**src/rtl/shift_sequencer.sv**
```systemverilog
// Command-driven sequencer for a 4-bit universal shift register.
// Each command loads a value, applies one shift op a programmed number of times, then returns Q.
module shift_sequencer #(
  parameter int WIDTH = 4,
  parameter int CNT_W = 3
) (
  input  logic             i_clk,
  input  logic             i_rst_n,
  input  logic             i_cmd_valid,
  output logic             o_cmd_ready,
  input  logic [2:0]       i_cmd_op,
  input  logic [CNT_W-1:0] i_cmd_count,
  input  logic [WIDTH-1:0] i_cmd_data,
  output logic [2:0]       o_sel,
  output logic [WIDTH-1:0] o_load_data,
  input  logic [WIDTH-1:0] i_q,
  output logic             o_busy,
  output logic             o_res_valid,
  input  logic             i_res_ready,
  output logic [WIDTH-1:0] o_res_data
);

  // state   | meaning
  // S_IDLE  | shifter holds, waiting for a command
  // S_LOAD  | Sel=LOAD, shifter captures the command data
  // S_SHIFT | Sel=op, one shift per edge until remaining reaches 1
  // S_DONE  | shifter holds, result offered until consumer accepts

  typedef enum logic [1:0] {
    S_IDLE  = 2'd0,
    S_LOAD  = 2'd1,
    S_SHIFT = 2'd2,
    S_DONE  = 2'd3
  } state_t;

  localparam logic [2:0] OP_HLD  = 3'd0;
  localparam logic [2:0] OP_LOAD = 3'd7;

  state_t           r_state;
  logic [2:0]       r_op;
  logic [CNT_W-1:0] r_count;
  logic [CNT_W-1:0] r_remaining;
  logic [2:0]       r_sel;
  logic [WIDTH-1:0] r_load_data;
  logic             r_res_valid;

  always_ff @(posedge i_clk or negedge i_rst_n) begin
    if (!i_rst_n) begin
      r_state     <= S_IDLE;
      r_op        <= OP_HLD;
      r_count     <= '0;
      r_remaining <= '0;
      r_sel       <= OP_HLD;
      r_load_data <= '0;
      r_res_valid <= 1'b0;
    end else begin
      case (r_state)
        S_IDLE: begin
          r_sel <= OP_HLD;
          if (i_cmd_valid) begin
            r_op        <= i_cmd_op;
            r_count     <= i_cmd_count;
            r_load_data <= i_cmd_data;
            r_sel       <= OP_LOAD;
            r_state     <= S_LOAD;
          end
        end
        S_LOAD: begin
          if (r_op == OP_LOAD || r_count == '0) begin
            r_sel       <= OP_HLD;
            r_res_valid <= 1'b1;
            r_state     <= S_DONE;
          end else begin
            r_sel       <= r_op;
            r_remaining <= r_count;
            r_state     <= S_SHIFT;
          end
        end
        S_SHIFT: begin
          r_remaining <= r_remaining - CNT_W'(1);
          // The last shift happens on this same edge, so Sel drops to hold now.
          if (r_remaining == CNT_W'(1)) begin
            r_sel       <= OP_HLD;
            r_res_valid <= 1'b1;
            r_state     <= S_DONE;
          end
        end
        S_DONE: begin
          if (i_res_ready) begin
            r_res_valid <= 1'b0;
            r_state     <= S_IDLE;
          end
        end
        default: begin
          r_sel       <= OP_HLD;
          r_res_valid <= 1'b0;
          r_state     <= S_IDLE;
        end
      endcase
    end
  end

  assign o_cmd_ready = (r_state == S_IDLE);
  assign o_busy      = (r_state != S_IDLE);
  assign o_sel       = r_sel;
  assign o_load_data = r_load_data;
  assign o_res_valid = r_res_valid;
  assign o_res_data  = i_q;

endmodule

```
**config.mk**
```make
export PLATFORM = sky130hd
export DESIGN_NAME = shift_sequencer
export DESIGN_NICKNAME = d
export VERILOG_FILES = /design/src/rtl/shift_sequencer.sv
export SDC_FILE = /design/constraint.sdc
export NUM_CORES = 1
export LEC_CHECK = 0
export CAP_MARGIN = 5
export CELL_PAD_IN_SITES_DETAIL_PLACEMENT = 1
export CELL_PAD_IN_SITES_GLOBAL_PLACEMENT = 1
export CORE_MARGIN = 2
export CORE_UTILIZATION = 37
export CTS_CLUSTER_SIZE = 12
export DETAILED_ROUTE_END_ITERATION = 8
export MAX_ROUTING_LAYER = met4
export PLACE_DENSITY = 0.8
export SLEW_MARGIN = 0
export SYNTH_ARGS = -nofsm -noshare
export SYNTH_HDL_FRONTEND = slang
export SYNTH_SLANG_ARGS = --single-unit
```
**constraint.sdc**
```tcl
create_clock -name i_clk -period 3 [get_ports i_clk]
set_clock_uncertainty 0.2 [all_clocks]
set_input_delay 0.9 -clock i_clk [delete_from_list [all_inputs] [get_ports i_clk]]
set_output_delay 0.9 -clock i_clk [all_outputs]
set_load 0.05 [all_outputs]
```
==> flow_summary.rst, run 1 <==
.. list-table::
   :header-rows: 1

   * - Metric
     - Value
   * - Boundary pin count
     - 32
   * - Utilization after layout
     - 0.483
   * - Share of synthesized registers carrying an async set or reset
     - 1.00
   * - Count of buffer and inverter cells on the critical path
     - 1
   * - Result of the run
     - complete, no violations
   * - Final Cell Area
     - 1320 um^2
   * - ANT nets after route
     - 0
   * - Cell area after placement
     - roughly 1300 um^2
   * - Cell with the biggest individual delay on the critical path
     - sky130_fd_sc_hd__clkdlybuf4s50_1
   * - Per-cell routed wire length
     - about 16 um
   * - Post-synth top area cell
     - sky130_fd_sc_hd__dfrtp_1
   * - Routability-driven placement congestion ratio
     - 0.805
   * - Seq pwr share
     - 0.303
   * - Minimum clock period after layout
     - 2620 ps
   * - Length in cells of the worst reg-to-reg path
     - 5
   * - Latest clock arrival within the worst-skew pair
     - 300 ps
   * - Post-synthesis register bit count
     - 19
   * - Distinct cell type count after synthesis
     - 31
   * - Via count
     - 872
   * - Post-CTS Setup Inserts
     - 0
   * - Part of the power in the clock network
     - 0.080
   * - Max Slew Vio Count
     - 0
   * - # nets final
     - approximately 150
   * - Cell breakdown of the critical path
     - clkdlybuf4s50_1
   * - Number of buffer cells added on primary ports
     - 23
   * - Hold Vio Cnt, Final
     - 0
   * - Core ar.
     - ~2700 um^2
   * - Most common cell in the synthesized netlist
     - sky130_fd_sc_hd__dfrtp_1
   * - Number of gates given a new drive strength after cts
     - 0
   * - Cell family contributing the most delay on the critical path
     - buffers and inverters
   * - Clock buffers created by TritonCTS
     - 3
   * - Share of Yosys cell area claimed by the top area cell type
     - 0.448
   * - Number of synthesis warnings
     - 0
   * - Category of the worst setup path capture point
     - output pin
   * - Routed met2 length
     - 1330 um
   * - Class of the tightest hold or removal check
     - flip-flop to flip-flop
   * - Critical Path Max Stage Delay
     - 820 ps
   * - H-Tree Depth
     - 1
   * - Number of synthesized flops with an enable pin
     - 0
   * - Category of the worst setup path launch point
     - flip-flop
   * - Buffers from clock root to sink, at most
     - 2
   * - Syn Inst Count
     - 103
   * - Area enclosed by the die boundary
     - roughly 3300 um^2
   * - Count of TritonRoute iterations in the first routing pass
     - 4
   * - Unrepaired setup endpoints after global routing
     - no
   * - Worst Max-Slew Pin Slew
     - 521 ps
   * - Area growth from synthesis to layout
     - 24.4%
   * - Number of nets produced by synthesis
     - 129
   * - Initial core utilization
     - 0.389
   * - Ant diodes
     - 0
   * - Crit Path Category
     - flip-flop to output pin
   * - Leakage power
     - 0.584 nW
   * - Fraction of layout cells with a size suffix above 1
     - 0.152
   * - Total congestion overflow
     - 0
   * - TritonCTS clock tree
     - built
   * - Leading post-synthesis cells by instance count
     - 19 x sky130_fd_sc_hd__dfrtp_1, 10 x sky130_fd_sc_hd__mux2_2, 8 x sky130_fd_sc_hd__a21oi_1, 8 x sky130_fd_sc_hd__ha_1, 8 x sky130_fd_sc_hd__inv_1
   * - CTS sink cnt
     - 19
   * - Final wirelength
     - 2520 um
   * - Relative slew slack
     - 0.650
   * - GRT Util Overall
     - 0.176
   * - Die extent in x
     - 57.6 um
   * - Met1 wire length
     - 1000 um
   * - Cell Area, Synth
     - between 1000 and 1500 um^2
   * - Cell types occupying the most area after synthesis
     - sky130_fd_sc_hd__dfrtp_1 45%, sky130_fd_sc_hd__mux2_2 11%, sky130_fd_sc_hd__ha_1 9.4%
   * - Sw Share
     - 0.486
   * - Most common flop cell mapped by yosys
     - sky130_fd_sc_hd__dfrtp_1
   * - Via density
     - 5.59
   * - Switching power summed over all nets
     - 0.000803 W
   * - Share of the clock period used by the worst path
     - 0.875
   * - Post-Route Setup TNS
     - 0 ps
   * - Number of standard-cell rows in the floorplan
     - 19
   * - Proportion of power drawn by combinational gates
     - 0.617
   * - Proportion of synthesized chip area in sequential cells
     - 0.448
   * - Number of cells on the worst hold path
     - 1
   * - Crit path DAT
     - about 1500 ps
   * - Wire length on met3
     - 131 um
   * - Largest net degree at the start of global routing
     - 20
   * - Cell-internal power
     - 0.000850 W
   * - Max-Cap Viols
     - 0
   * - Number of endpoints failing setup at the final stage
     - 0
   * - First-pass GRT wire length
     - between 4000 and 5000 um
   * - Synthesized area per cell
     - 10.3 um^2
   * - Data required time at the worst endpoint
     - roughly 1900 ps
   * - Vertical die dimension
     - 57.6 um
   * - Number of buffers inserted for hold repair after clock tree synthesis
     - 0
   * - Via count of the first global-routing pass
     - around 930
   * - Uppermost layer routed
     - met4
   * - Root buf cell
     - sky130_fd_sc_hd__clkbuf_4
   * - Largest fanout of any net on the critical path
     - 4
   * - Path length in cells of the critical path
     - 1
   * - Number of antenna violations at the first check in global routing
     - 0
   * - PD cells
     - 1250 nW/um^2
   * - Number of DRC violations after detailed routing
     - 0
   * - Clk pin slew, worst setup/hold paths
     - 110 ps
   * - Iter 0 DRT Violations
     - 16
   * - Sum of net half-perimeters after detailed placement
     - 1960 um
   * - Highest Clock Rate
     - 381 MHz
   * - Worst supply voltage drop on vdd
     - 0.722 mV
## logic make-up after synthesis
logic type,count (synthesis),synth area share
fa+ha+maj,8,0.0942
simple gates,29,0.147
flops,19,0.448
compound gates,23,0.140
mux,10,0.106
buf+inv,14,0.0648
## power groups by stage
stage / registers (W) / clock network, W / logic [W]
2_1_floorplan: 0.000668 / 0 / 0.000575
3_3_place_gp: 0.000497 / 0 / 0.000978
3_5_place_dp: 0.000511 / 0 / 0.00103
4_1_cts: 0.000504 / 0.000139 / 0.00103
5_1_grt: 0.000524 / 0.000149 / 0.00111
6_report: 0.000502 / 0.000132 / 0.00102
## per-layer routing
metal,vias up,GRT usage
met2,29,0.287
li1,402,-
met3,4,0.0317
met5,-,-
met4,0,0.0963
met1,437,0.204
## sequential cells by signal, indices dropped and copies added, names as in the netlist
register and count:
o_load_data 4, o_res_valid 1, o_sel 3, r_count 3, r_op 3, r_remaining 3
r_state 2
## area by class of cell
class	instances	area, um^2
sequential	19	475
timing repair buffer	24	233
inverter	8	30.0
tap	31	38.8
clock buffer	4	26.3
fill	301	1410
multi-input combinational	70	518
## path summary, 6_finish.rpt
kind / from / to / slack (ps)
worst min register to register: o_load_data[3]$_DFFE_PN0P_ / o_load_data[3]$_DFFE_PN0P_ / 310
worst max register to register: r_state[0]$_DFFE_PN0P_ / r_state[0]$_DFFE_PN0P_ / 990
worst max-delay path: o_res_valid$_DFFE_PN0P_ / o_res_valid / 380
worst min-delay path: o_load_data[3]$_DFFE_PN0P_ / o_load_data[3]$_DFFE_PN0P_ / 310
min in group asynchronous: i_rst_n / o_res_valid$_DFFE_PN0P_ / 720
max in group asynchronous: i_rst_n / r_count[2]$_DFFE_PN0P_ / 1670
## through the flow
| stage | power [W] | setup slack, ps | hold WS, ps | cells |
|---|---|---|---|---|
| final | 0.00165 | 375 | 314 | 156 |
| after CTS | 0.00167 | 356 | 319 | 156 |
| after floorplan | 0.00124 | 495 | 316 | 103 |
| after detailed placement | 0.00154 | 408 | 297 | 152 |
| after global placement | 0.00147 | 564 | 289 | 152 |
| after global routing | 0.00178 | 314 | 347 | 156 |
## cell usage in the layout, fill, tap and decap left out, drive strengths merged, types with 2 or more instances in the layout
cell	count
inv	8
o21ai	5
clkbuf	4
nand3	4
nand2	7
dfrtp	19
buf	3
and3	2
mux2	10
nand2b	2
nor2	7
a21oi	8
clkdlybuf4s50	21
ha	8
nor3	3
Note: power is estimated with default switching activity, not from simulation.
==> run 2: changes to the inputs <==
--- a/config.mk
+++ b/config.mk
@@ -12,6 +12,7 @@
 export CORE_UTILIZATION = 37
 export CTS_CLUSTER_SIZE = 12
 export DETAILED_ROUTE_END_ITERATION = 8
+export GPL_TIMING_DRIVEN = 0
 export MAX_ROUTING_LAYER = met4
 export PLACE_DENSITY = 0.8
 export SLEW_MARGIN = 0
==> run 2 against run 1 <==
Maximum frequency shrank 8.4%. Final area grew 5.6%. Hold slack gained 16 ps. Cell count grew 5.8%. Critical path depth grew 1. First-iteration DRC count shrank 50%. Count of clock-buffer cells in the layout is the same. Register-to-register slack is essentially flat. Critical endpoint is now o_res_data[0].
==> flow_summary.rst, run 2 (synthesis gave the netlist of run 1 again) <==
.. list-table::
   :header-rows: 1

   * - Metric
     - Value
   * - Number of standard-cell rows in the floorplan
     - 19
   * - Most frequent cells in the layout
     - 25 x sky130_fd_sc_hd__clkdlybuf4s50_1, 19 x sky130_fd_sc_hd__dfrtp_1, 10 x sky130_fd_sc_hd__mux2_2
   * - Clk pin slew, worst setup/hold paths
     - ~110 ps
   * - Root buf cell
     - sky130_fd_sc_hd__clkbuf_4
   * - Max-Cap Viols
     - 0
   * - Final Cell Area
     - 1400 um^2
   * - Worst Max-Slew Pin Slew
     - 890 ps
   * - Path length in cells of the critical path
     - 2
   * - Number of endpoints failing setup at the final stage
     - 0
   * - CTS sink cnt
     - 19
   * - Total congestion overflow
     - 0
   * - Die extent in x
     - 57.6 um
   * - Highest Clock Rate
     - 349 MHz
   * - Cell with the biggest individual delay on the critical path
     - sky130_fd_sc_hd__clkdlybuf4s50_1
   * - Max Slew Vio Count
     - 0
   * - Post-route worst setup slack
     - approximately 130 ps
   * - Flip-flop count of the largest register after layout
     - 4
   * - Post-Route Setup TNS
     - 0 ps
   * - Via count
     - 876
   * - Setup slack of the worst register-to-register path
     - approximately 1000 ps
   * - Worst supply voltage drop on vdd
     - between 0.6 and 0.7 mV
   * - Number of placed cells counting well taps
     - between 150 and 200
   * - Met1 wire length
     - 1100 um
   * - Uppermost layer routed
     - met4
   * - Largest net degree at the start of global routing
     - 20
   * - Wire length on met3
     - between 80 and 90 um
   * - Routed met2 length
     - between 1000 and 1500 um
   * - Leakage power
     - around 0.62 nW
   * - Number of cells on the worst hold path
     - 1
   * - H-Tree Depth
     - 1
   * - Initial core utilization
     - 0.389
   * - Vertical die dimension
     - 57.6 um
   * - Number of antenna violations at the first check in global routing
     - 0
   * - Placement-stage worst setup slack
     - 132 ps
   * - Post-route total power
     - between 0.0015 and 0.002 W
   * - Area enclosed by the die boundary
     - about 3300 um^2
   * - # nets final
     - 161
   * - Via count of the first global-routing pass
     - 945
   * - Non-Filler Instances
     - 165
   * - Minimum clock period after layout
     - 2870 ps
   * - Critical Path Max Stage Delay
     - 790 ps
   * - Core ar.
     - 2730 um^2
   * - Post-CTS Setup Inserts
     - 0
   * - Largest fanout of any net on the critical path
     - 1
   * - ANT nets after route
     - 0
   * - Fill cell total of the finished layout
     - 313
   * - Unrepaired setup endpoints after global routing
     - no
   * - Most common cell after layout, fill and taps aside
     - sky130_fd_sc_hd__clkdlybuf4s50_1
   * - Routability-driven placement congestion ratio
     - roughly 0.76
   * - Category of the worst setup path launch point
     - primary input
   * - Boundary pin count
     - 32
   * - PD cells
     - 1190 nW/um^2
   * - Relative slew slack
     - 0.405
   * - Area growth from synthesis to layout
     - 31.3%
   * - Count of buffer and inverter cells on the critical path
     - 2
   * - Number of buffers inserted for hold repair after clock tree synthesis
     - 0
   * - Count of TritonRoute iterations in the first routing pass
     - 4
   * - Min-delay src
     - o_load_data[1]$_DFFE_PN0P_
   * - First-pass GRT wire length
     - 4330 um
   * - Sum of net half-perimeters after detailed placement
     - 1880 um
   * - Per-cell routed wire length
     - 14.9 um
   * - Number of DRC violations after detailed routing
     - 0
   * - Cell breakdown of the critical path
     - buf_4 > clkdlybuf4s50_1
   * - Ant diodes
     - 0
   * - Result of the run
     - complete, no violations
   * - TritonCTS clock tree
     - built
   * - Latest clock arrival within the worst-skew pair
     - 300 ps
   * - Fraction of layout cells with a size suffix above 1
     - 0.157
   * - Data required time at the worst endpoint
     - 1900 ps
   * - Start point of the critical path
     - i_q[0]
   * - Crit Path Category
     - primary input to output pin
   * - Buffers from clock root to sink, at most
     - 2
   * - Cell family contributing the most delay on the critical path
     - buffers and inverters
   * - Cell area after placement
     - roughly 1400 um^2
   * - Startpoint of the worst-slack reg-to-reg timing path
     - r_state[0]$_DFFE_PN0P_
   * - Crit path DAT
     - 1770 ps
   * - Number of buffer cells added on primary ports
     - 27
   * - Hold Vio Cnt, Final
     - 0
   * - Final wirelength
     - about 2500 um
   * - Via density
     - 5.31
   * - Length in cells of the worst reg-to-reg path
     - 5
   * - Share of the clock period used by the worst path
     - 0.955
   * - Iter 0 DRT Violations
     - 8
   * - GRT Util Overall
     - 0.175
   * - Class of the tightest hold or removal check
     - flip-flop to flip-flop
   * - Clock buffers created by TritonCTS
     - 3
   * - Category of the worst setup path capture point
     - output pin
## run 2: timing repair
item,4_1_cts,5_1_grt
setup endpoints to repair,2,0
hold endpoints to repair,0,0
gates resized for setup,2,0
## run 2: layout make-up
type / instances / area (um^2) / share of cell area
Timing Repair Buffer: 27 / 268 / 0.192
Buffer: 6 / 38.8 / 0.0278
Inverter: 8 / 30.0 / 0.0215
Clock buffer: 4 / 26.3 / 0.0188
Multi-Input combinational cell: 70 / 518 / 0.371
Tap cell: 31 / 38.8 / 0.0278
Sequential cell: 19 / 475 / 0.341
## run 2: path summary, 6_finish.rpt
check,to
setup / recovery,o_res_data[0]
hold / removal,o_load_data[1]$_DFFE_PN0P_
setup reg to reg,r_state[0]$_DFFE_PN0P_
hold reg to reg,o_load_data[1]$_DFFE_PN0P_
max in group asynchronous,o_sel[2]$_DFFE_PN0P_
min in group asynchronous,o_res_valid$_DFFE_PN0P_
## run 2: stage by stage
stage                util  hold slack (ps)
CTS                 0.510              334
global route        0.510              344
detailed placement  0.502              301
finish              0.510              330
global placement    0.502              287
floorplan               -              316
## run 2: where the power goes
part	total, W	switching, W	internal, W
sequential	0.000503	0.000112	0.000391
combinational	0.00102	0.000614	0.000411
clock	0.000136	0.0000845	0.0000519
total	0.00166	0.000810	0.000853
## run 2: metal layers
layer  vias up  global-route usage
met3         4              0.0204
li1        422                   -
met1       428               0.213
met2        22               0.299
met5         -                   -
met4         0              0.0598
